`src/rtl/change_dispenser_if.sv`:
```
// change_dispenser_if
//  Connects the vend core (master) to the change dispenser (slave).
//  master drives : start, change_amt, refill
//  slave drives  : busy, quarter_out, halfDollar_out, done, fault,
//                  remaining, qtr_stock, half_stock
//  AMT_W / INV_W must match the parameters of the attached change_dispenser.
interface change_dispenser_if #(
  parameter int AMT_W = 3,
  parameter int INV_W = 4
) ();
  logic             start;
  logic [AMT_W-1:0] change_amt;
  logic             refill;
  logic             busy;
  logic             quarter_out;
  logic             halfDollar_out;
  logic             done;
  logic             fault;
  logic [AMT_W-1:0] remaining;
  logic [INV_W-1:0] qtr_stock;
  logic [INV_W-1:0] half_stock;

  modport master (
    output start, change_amt, refill,
    input  busy, quarter_out, halfDollar_out, done, fault,
           remaining, qtr_stock, half_stock
  );

  modport slave (
    input  start, change_amt, refill,
    output busy, quarter_out, halfDollar_out, done, fault,
           remaining, qtr_stock, half_stock
  );
endinterface

```
`src/rtl/change_dispenser.sv`:
```
// change_dispenser
//  Pays out the change owed after a sale as timed coin-eject pulses, largest
//  coin first, while tracking the on-board quarter and half-dollar stock.
//  Reports done (one-cycle pulse) or a sticky fault when stock runs out.
// Ports
//  CLK  in  system clock
//  RES  in  synchronous reset, active-high; overrides any sequence in flight
//  bus  slave side of change_dispenser_if:
//       start/change_amt/refill in; busy, quarter_out, halfDollar_out, done,
//       fault, remaining, qtr_stock, half_stock out (all registered)
module change_dispenser #(
  parameter int AMT_W     = 3,
  parameter int INV_W     = 4,
  parameter int PULSE_CYC = 4,
  parameter int GAP_CYC   = 2,
  parameter int QTR_INIT  = 8,
  parameter int HALF_INIT = 4
) (
  input  logic              CLK,
  input  logic              RES,
  change_dispenser_if.slave bus
);

  // One down-counter times both the pulse and the gap phases.
  localparam int CNT_MAX = (PULSE_CYC > GAP_CYC) ? PULSE_CYC : GAP_CYC;
  localparam int CNT_W   = (CNT_MAX > 1) ? $clog2(CNT_MAX) : 1;

  localparam logic [CNT_W-1:0] PULSE_LOAD = CNT_W'(PULSE_CYC - 1);
  localparam logic [CNT_W-1:0] GAP_LOAD   = CNT_W'(GAP_CYC - 1);
  localparam logic [INV_W-1:0] QTR_FULL   = INV_W'(QTR_INIT);
  localparam logic [INV_W-1:0] HALF_FULL  = INV_W'(HALF_INIT);

  typedef enum logic [2:0] {
    IDLE  = 3'd0,
    PICK  = 3'd1,
    PULSE = 3'd2,
    GAP   = 3'd3,
    DONE  = 3'd4,
    FAULT = 3'd5
  } state_t;

  typedef enum logic {
    COIN_QTR  = 1'b0,
    COIN_HALF = 1'b1
  } coin_t;

  state_t           state_q, state_d;
  coin_t            coin_q,  coin_d;
  logic [CNT_W-1:0] cnt_q,   cnt_d;
  logic [AMT_W-1:0] rem_q,   rem_d;
  logic [INV_W-1:0] qtr_q,   qtr_d;
  logic [INV_W-1:0] half_q,  half_d;
  logic             fault_q, fault_d;
  logic             busy_q, qtr_out_q, half_out_q, done_q;

  // Next-state and datapath updates.
  always_comb begin
    // NOTE: every signal gets its hold value first so no path leaves one
    // unassigned; a missing default here would infer a latch.
    state_d = state_q;
    coin_d  = coin_q;
    cnt_d   = cnt_q;
    rem_d   = rem_q;
    qtr_d   = qtr_q;
    half_d  = half_q;
    fault_d = fault_q;

    case (state_q)
      IDLE: begin
        if (bus.start) begin
          // start wins over a simultaneous refill.
          rem_d   = bus.change_amt;
          fault_d = 1'b0;
          state_d = PICK;
        end else if (bus.refill) begin
          qtr_d  = QTR_FULL;
          half_d = HALF_FULL;
        end
      end

      PICK: begin
        // Stock is only decremented behind a non-zero check, so it cannot wrap.
        if (rem_q >= AMT_W'(2) && half_q != '0) begin
          coin_d  = COIN_HALF;
          rem_d   = rem_q - AMT_W'(2);
          half_d  = half_q - INV_W'(1);
          cnt_d   = PULSE_LOAD;
          state_d = PULSE;
        end else if (rem_q != '0 && qtr_q != '0) begin
          coin_d  = COIN_QTR;
          rem_d   = rem_q - AMT_W'(1);
          qtr_d   = qtr_q - INV_W'(1);
          cnt_d   = PULSE_LOAD;
          state_d = PULSE;
        end else if (rem_q == '0) begin
          state_d = DONE;
        end else begin
          // Owed amount cannot be made from what is left; remaining keeps it.
          fault_d = 1'b1;
          state_d = FAULT;
        end
      end

      PULSE: begin
        if (cnt_q == '0) begin
          cnt_d   = GAP_LOAD;
          state_d = GAP;
        end else begin
          cnt_d = cnt_q - CNT_W'(1);
        end
      end

      GAP: begin
        if (cnt_q == '0) state_d = PICK;
        else             cnt_d   = cnt_q - CNT_W'(1);
      end

      DONE:    state_d = IDLE;
      FAULT:   state_d = IDLE;
      default: state_d = IDLE;  // unused encodings recover
    endcase
  end

  // State, datapath and output registers. Outputs are decoded from the next
  // state so they line up with the state they describe.
  always_ff @(posedge CLK) begin
    // NOTE: sequential state uses non-blocking assignments so every register
    // samples pre-edge values regardless of statement order.
    if (RES) begin
      state_q    <= IDLE;
      coin_q     <= COIN_QTR;
      cnt_q      <= '0;
      rem_q      <= '0;
      qtr_q      <= QTR_FULL;
      half_q     <= HALF_FULL;
      fault_q    <= 1'b0;
      busy_q     <= 1'b0;
      qtr_out_q  <= 1'b0;
      half_out_q <= 1'b0;
      done_q     <= 1'b0;
    end else begin
      state_q    <= state_d;
      coin_q     <= coin_d;
      cnt_q      <= cnt_d;
      rem_q      <= rem_d;
      qtr_q      <= qtr_d;
      half_q     <= half_d;
      fault_q    <= fault_d;
      busy_q     <= (state_d == PICK) || (state_d == PULSE) || (state_d == GAP);
      qtr_out_q  <= (state_d == PULSE) && (coin_d == COIN_QTR);
      half_out_q <= (state_d == PULSE) && (coin_d == COIN_HALF);
      done_q     <= (state_d == DONE);
    end
  end

  assign bus.busy           = busy_q;
  assign bus.quarter_out    = qtr_out_q;
  assign bus.halfDollar_out = half_out_q;
  assign bus.done           = done_q;
  assign bus.fault          = fault_q;
  assign bus.remaining      = rem_q;
  assign bus.qtr_stock      = qtr_q;
  assign bus.half_stock     = half_q;

endmodule

```
`src/flat_wrapper.sv`:
```
// flat-port wrapper written by rule: the top's interface ports become plain ports
module change_dispenser_flat 
#(
  parameter int AMT_W     = 3,
  parameter int INV_W     = 4,
  parameter int PULSE_CYC = 4,
  parameter int GAP_CYC   = 2,
  parameter int QTR_INIT  = 8,
  parameter int HALF_INIT = 4
)
  (CLK, RES, bus_start, bus_change_amt, bus_refill, bus_busy, bus_quarter_out, bus_halfDollar_out, bus_done, bus_fault, bus_remaining, bus_qtr_stock, bus_half_stock);
  change_dispenser_if #(.AMT_W(AMT_W), .INV_W(INV_W)) bus_i ();
  input  logic CLK;
  input  logic RES;
  input wire logic [$bits(bus_i.start)-1:0] bus_start;
  input wire logic [$bits(bus_i.change_amt)-1:0] bus_change_amt;
  input wire logic [$bits(bus_i.refill)-1:0] bus_refill;
  output wire logic [$bits(bus_i.busy)-1:0] bus_busy;
  output wire logic [$bits(bus_i.quarter_out)-1:0] bus_quarter_out;
  output wire logic [$bits(bus_i.halfDollar_out)-1:0] bus_halfDollar_out;
  output wire logic [$bits(bus_i.done)-1:0] bus_done;
  output wire logic [$bits(bus_i.fault)-1:0] bus_fault;
  output wire logic [$bits(bus_i.remaining)-1:0] bus_remaining;
  output wire logic [$bits(bus_i.qtr_stock)-1:0] bus_qtr_stock;
  output wire logic [$bits(bus_i.half_stock)-1:0] bus_half_stock;
  assign bus_i.start = bus_start;
  assign bus_i.change_amt = bus_change_amt;
  assign bus_i.refill = bus_refill;
  assign bus_busy = bus_i.busy;
  assign bus_quarter_out = bus_i.quarter_out;
  assign bus_halfDollar_out = bus_i.halfDollar_out;
  assign bus_done = bus_i.done;
  assign bus_fault = bus_i.fault;
  assign bus_remaining = bus_i.remaining;
  assign bus_qtr_stock = bus_i.qtr_stock;
  assign bus_half_stock = bus_i.half_stock;
  change_dispenser #(.AMT_W(AMT_W), .INV_W(INV_W), .PULSE_CYC(PULSE_CYC), .GAP_CYC(GAP_CYC), .QTR_INIT(QTR_INIT), .HALF_INIT(HALF_INIT)) u_core (.CLK(CLK), .RES(RES), .bus(bus_i));
endmodule
```
`config.mk`:
```
export PLATFORM = sky130hd
export DESIGN_NAME = change_dispenser_flat
export DESIGN_NICKNAME = d
export VERILOG_FILES = /design/src/rtl/change_dispenser_if.sv /design/src/rtl/change_dispenser.sv /design/src/flat_wrapper.sv
export SDC_FILE = /design/constraint.sdc
export NUM_CORES = 1
export LEC_CHECK = 0
export CAP_MARGIN = 0
export CORE_MARGIN = 5
export CORE_UTILIZATION = 35
export CTS_CLUSTER_SIZE = 40
export DETAILED_ROUTE_END_ITERATION = 12
export DONT_BUFFER_PORTS = 1
export GPL_TIMING_DRIVEN = 1
export RECOVER_POWER = 25
export SLEW_MARGIN = 20
export SYNTH_ARGS = -nofsm -noshare
export SYNTH_HDL_FRONTEND = slang
export SYNTH_SLANG_ARGS = --single-unit
```
`constraint.sdc`:
```
create_clock -name CLK -period 1.9 [get_ports CLK]
set_input_delay 0.285 -clock CLK [delete_from_list [all_inputs] [get_ports CLK]]
set_output_delay 0.285 -clock CLK [all_outputs]
set_load 0.03 [all_outputs]
```
==> flow_metrics.tcl, run 1 <==
set metrics [dict create \
    totalWireLength_um 3160 \
    rsz0062_at_grt "true" \
    placed_area_mm2 0.00144 \
    port_buffers 0 \
    wire_per_inst_um 14.4 \
    cp_max_fo 4 \
    register_area_um2 444 \
    worstRegToRegCells 7 \
    hp-class "in2reg" \
    synth_seq_cells 22 \
    powerDensity_mw_per_mm2 1850 \
    avgSynthCellArea_um2 8.15 \
    ant_nets 0 \
    maxSlewHeadroom_pct 72.8 \
    synth_seq_area_share_pct 35.3 \
    synthArstFlopShare_pct 0 \
    p_leak_uw 0.000585 \
    area_growth_pct 19.2 \
    setup_viol 0 \
    syn_nets 168 \
    drc 0 \
    required_ns 2.12 \
    die_h_um 69.7 \
    path_class "reg2reg" \
    synth_edf_count 0 \
    start_util_pct 36.8 \
    nets 189 \
    yosysMostFrequentCell "dfxtp_1" \
    status "complete, no violations" \
    cts.path.max_buffers 2 \
    yosys.area.top_type "dfxtp_1" \
    worstHoldPathCells 1 \
    core_area_mm2 0.00339 \
    fmax_ghz 0.561 \
    cts.clk_slew.worst_paths_ns 0.13 \
    antenna_found_initial 0 \
    drt-vias-per-instance 5.36 \
    antenna_cells 0 \
    met3_usage_pct 2.46 \
    io_pins 23 \
    synthCells 153 \
    grt_max_degree 17 \
    finalHoldViolations 0 \
    dr_total_vias 1173 \
    slew_viol_final 0 \
    clockRootBuffer "clkbuf_4" \
    drv_cap 0 \
    fin_setup_tns_ns 0 \
    htree_num_levels 1 \
    yosys_warnings 0 \
    worst_setup_path_end_kind "register" \
    critPathLaunchType "register" \
    drtIter0Drc 66 \
    grt_use_total_pct 13.3 \
    vdd_drop_max_mv 0.522 \
    post_synth_main_area_contributors "dfxtp_1, ha_1, nor2_1" \
    grt_use_met2_pct 22.7 \
    cts.sinks 22 \
    crit_arrival_ns 2.00 \
    first_pass_iters 4 \
    nFillCells 331 \
    synth-main-ff-cell "dfxtp_1" \
    tritoncts "done" \
    final.setup_skew_ns 0.00620 \
    dpl.hpwl_um 2480 \
    period_minus_slack_ns 1.78 \
    grt_util_met1_pct 16.8 \
    drive_gt1_share_pct 22.5 \
    place.gp.congestion 0.887 \
    insertion_delay_ns 0.32 \
    dieArea_mm2 0.00486 \
    grt-busiest-layer "met2" \
    final_area_mm2 0.00149 \
    multi_input_area_um2 751 \
    grt_pass1_wl_um 5330 \
    tightestPinTransition_ns 0.406 \
    grt_pass1_vias 1161 \
    grt.overflow.total 0 \
    netlist_area_mm2 0.00125 \
    placementRows 21 \
    synth_common_cells "dfxtp_1, nor2_1, inv_1" \
    synth.top_cell.area_share_pct 35.3 \
    die_w_um 69.7 \
    timing.final.crit_share_pct 93.7 \
    cts_made_buffers 3 \
    synth.distinct_cells 44 \
]
-- worst max-delay path, cell delays in order (launching register included) --
cell	delay (ns)
dfxtp_2	0.34
inv_1	0.08
ha_1	0.18
nor2b_1	0.17
or2_2	0.37
nor2_2	0.18
o21ai_1	0.11
a32o_1	0.26
-- area by class of cell --
| cell class | instances | area share (%) |
|---|---|---|
| Clock buffer | 4 | 2.44 |
| Sequential cell | 22 | 29.9 |
| Multi-Input combinational cell | 113 | 50.5 |
| Timing Repair Buffer | 21 | 10.0 |
| Inverter | 13 | 3.28 |
| Tap cell | 46 | 3.87 |
-- layer usage --
metal | vias to the layer above | part of all wire, %
met2 | 19 | 49
li1 | 587 | -
met5 | - | 0
met1 | 563 | 46
met4 | 0 | 0.98
met3 | 4 | 3.5
-- placed cells by master, fill, tap and decap left out, types with 3 or more instances in the layout --
cell / n
a21oi_1: 11
buf_4: 17
clkbuf_1: 3
clkbuf_4: 3
dfxtp_1: 19
dfxtp_2: 3
ha_1: 8
inv_1: 13
nand2_1: 7
nand3_1: 3
nor2_1: 18
nor3_1: 7
nor3b_1: 3
o211ai_1: 3
o21ai_0: 5
o21ai_1: 3
or2_2: 3
or3_1: 4
-- report_power, final --
part,internal (uW),switching (uW)
registers,619,152
logic,670,1040
clock network,117,151
total,1410,1350
-- state kept, by name (all words and copies together), names as in the netlist --
name                       cells
u_core.bus.busy                1
u_core.bus.fault               1
u_core.bus.half_stock          4
u_core.bus.remaining           3
u_core.bus.done                1
u_core.bus.halfDollar_out      1
u_core.state_q                 3
u_core.bus.quarter_out         1
u_core.cnt_q                   2
u_core.coin_q                  1
u_core.bus.qtr_stock           4
-- worst paths after layout --
check | to | startpoint | slack (ns)
max reg2reg | u_core.bus.qtr_stock[0]$_SDFFE_PP0P_ | u_core.bus.remaining[1]$_SDFFE_PP0P_ | 0.12
min | u_core.bus.remaining[1]$_SDFFE_PP0P_ | RES | 0.01
max | u_core.bus.qtr_stock[0]$_SDFFE_PP0P_ | u_core.bus.remaining[1]$_SDFFE_PP0P_ | 0.12
min reg2reg | u_core.bus.quarter_out$_SDFF_PP0_ | u_core.coin_q$_SDFF_PP0_ | 0.45
-- cell families after synthesis --
kind of cell               share of synthesized area, %
DFF                                                35.3
and+or+nand+nor                                    27.8
xor gates and xnor gates                           1.40
AOI/OAI and AO/OA                                  21.7
buffers and inverters                              5.82
adders and majority gates                          8.02
-- through the flow --
step / total power (uW) / setup slack (ns) / hold slack [ns] / std cells / util (%)
floorplan: 1970 / 0.0107 / 0.373 / 153 / -
global placement: 2420 / 0.154 / 0.356 / 214 / 42.3
detailed placement: 2460 / 0.103 / 0.355 / 214 / 42.3
CTS: 2730 / 0.0782 / 0.00872 / 218 / 43.4
global route: 2980 / -0.00779 / 0.0000937 / 219 / 43.9
finish: 2750 / 0.119 / 0.0132 / 219 / 43.9
-- what timing repair did --
item,4_1_cts,5_1_grt
hold buffers,0,1
endpoints found under the setup margin,0,6
setup buffers,0,0
endpoints found under the hold margin,0,1
gates resized for setup,0,6
(Power assumes the default switching activity.)
==> run 2: changes to the inputs <==
CORE_UTILIZATION = 45   (was 35)
==> flow_metrics.tcl, run 2 (synthesized netlist as in run 1, its figures left out) <==
set metrics [dict create \
    die_h_um 62.7 \
    cp-endpoint "u_core.bus.qtr_stock[0]$_SDFFE_PP0P_" \
    wire_per_inst_um 15.3 \
    drv_cap 0 \
    clockRootBuffer "clkbuf_4" \
    p_sw_share_pct 47.3 \
    pwr-share-seq_pct 27.3 \
    cts.clk_slew.worst_paths_ns 0.13 \
    whs_ns 0.0233 \
    period_minus_slack_ns 1.84 \
    crit_arrival_ns 2.06 \
    core_area_mm2 0.00271 \
    place.gp.congestion 0.893 \
    grt_pass1_vias 1139 \
    nets 191 \
    die_w_um 62.7 \
    port_buffers 0 \
    post-route-util_pct 55.3 \
    placementRows 19 \
    vdd_drop_max_mv 1.34 \
    register_area_um2 445 \
    cts.sinks 22 \
    first_pass_iters 4 \
    worstHoldPathCells 1 \
    area_growth_pct 20.2 \
    drive_gt1_share_pct 24.0 \
    grt_use_total_pct 16.3 \
    cp_max_fo 4 \
    finalHoldViolations 0 \
    worst_setup_path_end_kind "register" \
    multi_input_area_um2 753 \
    slew_viol_final 0 \
    final_area_mm2 0.00150 \
    r2r-start "u_core.bus.remaining[1]$_SDFFE_PP0P_" \
    ant_nets 0 \
    hp-class "in2reg" \
    drc 0 \
    dieArea_mm2 0.00393 \
    htree_num_levels 1 \
    grt_max_degree 17 \
    power_frac_comb_pct 60.1 \
    tightestPinTransition_ns 0.466 \
    powerDensity_mw_per_mm2 1930 \
    grt.overflow.total 0 \
    cts.path.max_buffers 2 \
    worstRegToRegCells 7 \
    layout.cells.most_common_list "buf_4, dfxtp_1, nor2_1" \
    antenna_cells 0 \
    maxSlewHeadroom_pct 68.9 \
    tritoncts "done" \
    status "complete, no violations" \
    start_util_pct 46.0 \
    critPathLaunch "u_core.bus.remaining[1]$_SDFFE_PP0P_" \
    dpl.hpwl_um 2260 \
    insertion_delay_ns 0.32 \
    final.setup_skew_ns 0.00787 \
    power_switching_uw 1370 \
    reg2reg_to "u_core.bus.qtr_stock[0]$_SDFFE_PP0P_" \
    drt-vias-per-instance 5.77 \
    grt_pass1_wl_um 5350 \
    antenna_found_initial 0 \
    r2r_slack_ns 0.06 \
    intPower_uw 1530 \
    io_pins 23 \
    critPathLaunchType "register" \
    dr_total_vias 1189 \
    timing.final.crit_share_pct 97.1 \
    cts_made_buffers 3 \
    drtIter0Drc 71 \
    placed_area_mm2 0.00141 \
    path_class "reg2reg" \
    setup_viol 0 \
    p_leak_uw 0.000597 \
    totalWireLength_um 3160 \
    required_ns 2.11 \
    p_clk_share_pct 12.5 \
    nFillCells 280 \
    fmax_ghz 0.542 \
]
[run 2: cell count changes in the layout (fill, tap and decap cells not counted), sizes merged]
cell / previous run / this run
buf: 17 / 18
bufinv: 0 / 1
[run 2: critical path: stages, from the launching register on]
cell and delay [ns]:
dfxtp_2 0.35, inv_1 0.08, ha_1 0.18, nor2b_1 0.18, or2_2 0.37, nor2_2 0.20, o21ai_1 0.12, a32o_1 0.26
[run 2: what timing repair did]
item,in CTS,in global routing
hold endpoints to repair,0,7
pin swaps,0,1
resized for setup,0,8
hold buffers,0,1
buffers inserted,3,0
setup endpoints to repair,1,8
[run 2: worst min-delay path by stage]
stage	startpoint	slack (ns)	to
2_1_floorplan	RES	0.37	u_core.state_q[2]$_SDFF_PP0_
3_3_place_gp	RES	0.35	u_core.bus.remaining[1]$_SDFFE_PP0P_
3_5_place_dp	RES	0.36	u_core.bus.remaining[1]$_SDFFE_PP0P_
4_1_cts	RES	0.0002	u_core.bus.remaining[1]$_SDFFE_PP0P_
5_1_grt	RES	0.007	u_core.bus.qtr_stock[2]$_SDFFE_PP0P_
6_report	RES	0.02	u_core.bus.qtr_stock[2]$_SDFFE_PP0P_
[run 2: metal layers]
metal  vias up  share of wire, %  GRT usage (%)
met5         -                 0              0
met4         0               1.7           5.31
met3         7               5.1           4.32
met2        32                46           25.1
met1       559                47           21.8
li1        591                 -              -
[run 2: cell type report]
| type | instances | area share [%] |
|---|---|---|
| tap | 31 | 2.59 |
| timing repair buffer | 23 | 10.7 |
| inverter | 13 | 3.26 |
| clock inverter | 1 | 2.00 |
| multi-input combinational | 113 | 50.3 |
| clock buffer | 3 | 1.50 |
| sequential | 22 | 29.7 |
[run 2: metrics by stage]
stage | std cells | worst slack (ns) | total power, uW | setup TNS, ns
after floorplan | 153 | 0.0107 | 1970 | 0
after global placement | 198 | 0.114 | 2430 | 0
after detailed placement | 198 | 0.0239 | 2450 | 0
after CTS | 205 | 0.0417 | 2840 | 0
after global routing | 206 | -0.0247 | 3150 | -0.0442
final | 206 | 0.0553 | 2900 | 0
[run 2: power by group through the flow]
stage,combinational [uW],clock [uW],sequential [uW]
finish,1740,363,792
global route,1940,395,817
CTS,1670,371,793
detailed placement,1650,0,804
global placement,1630,0,799
floorplan,1040,0,922
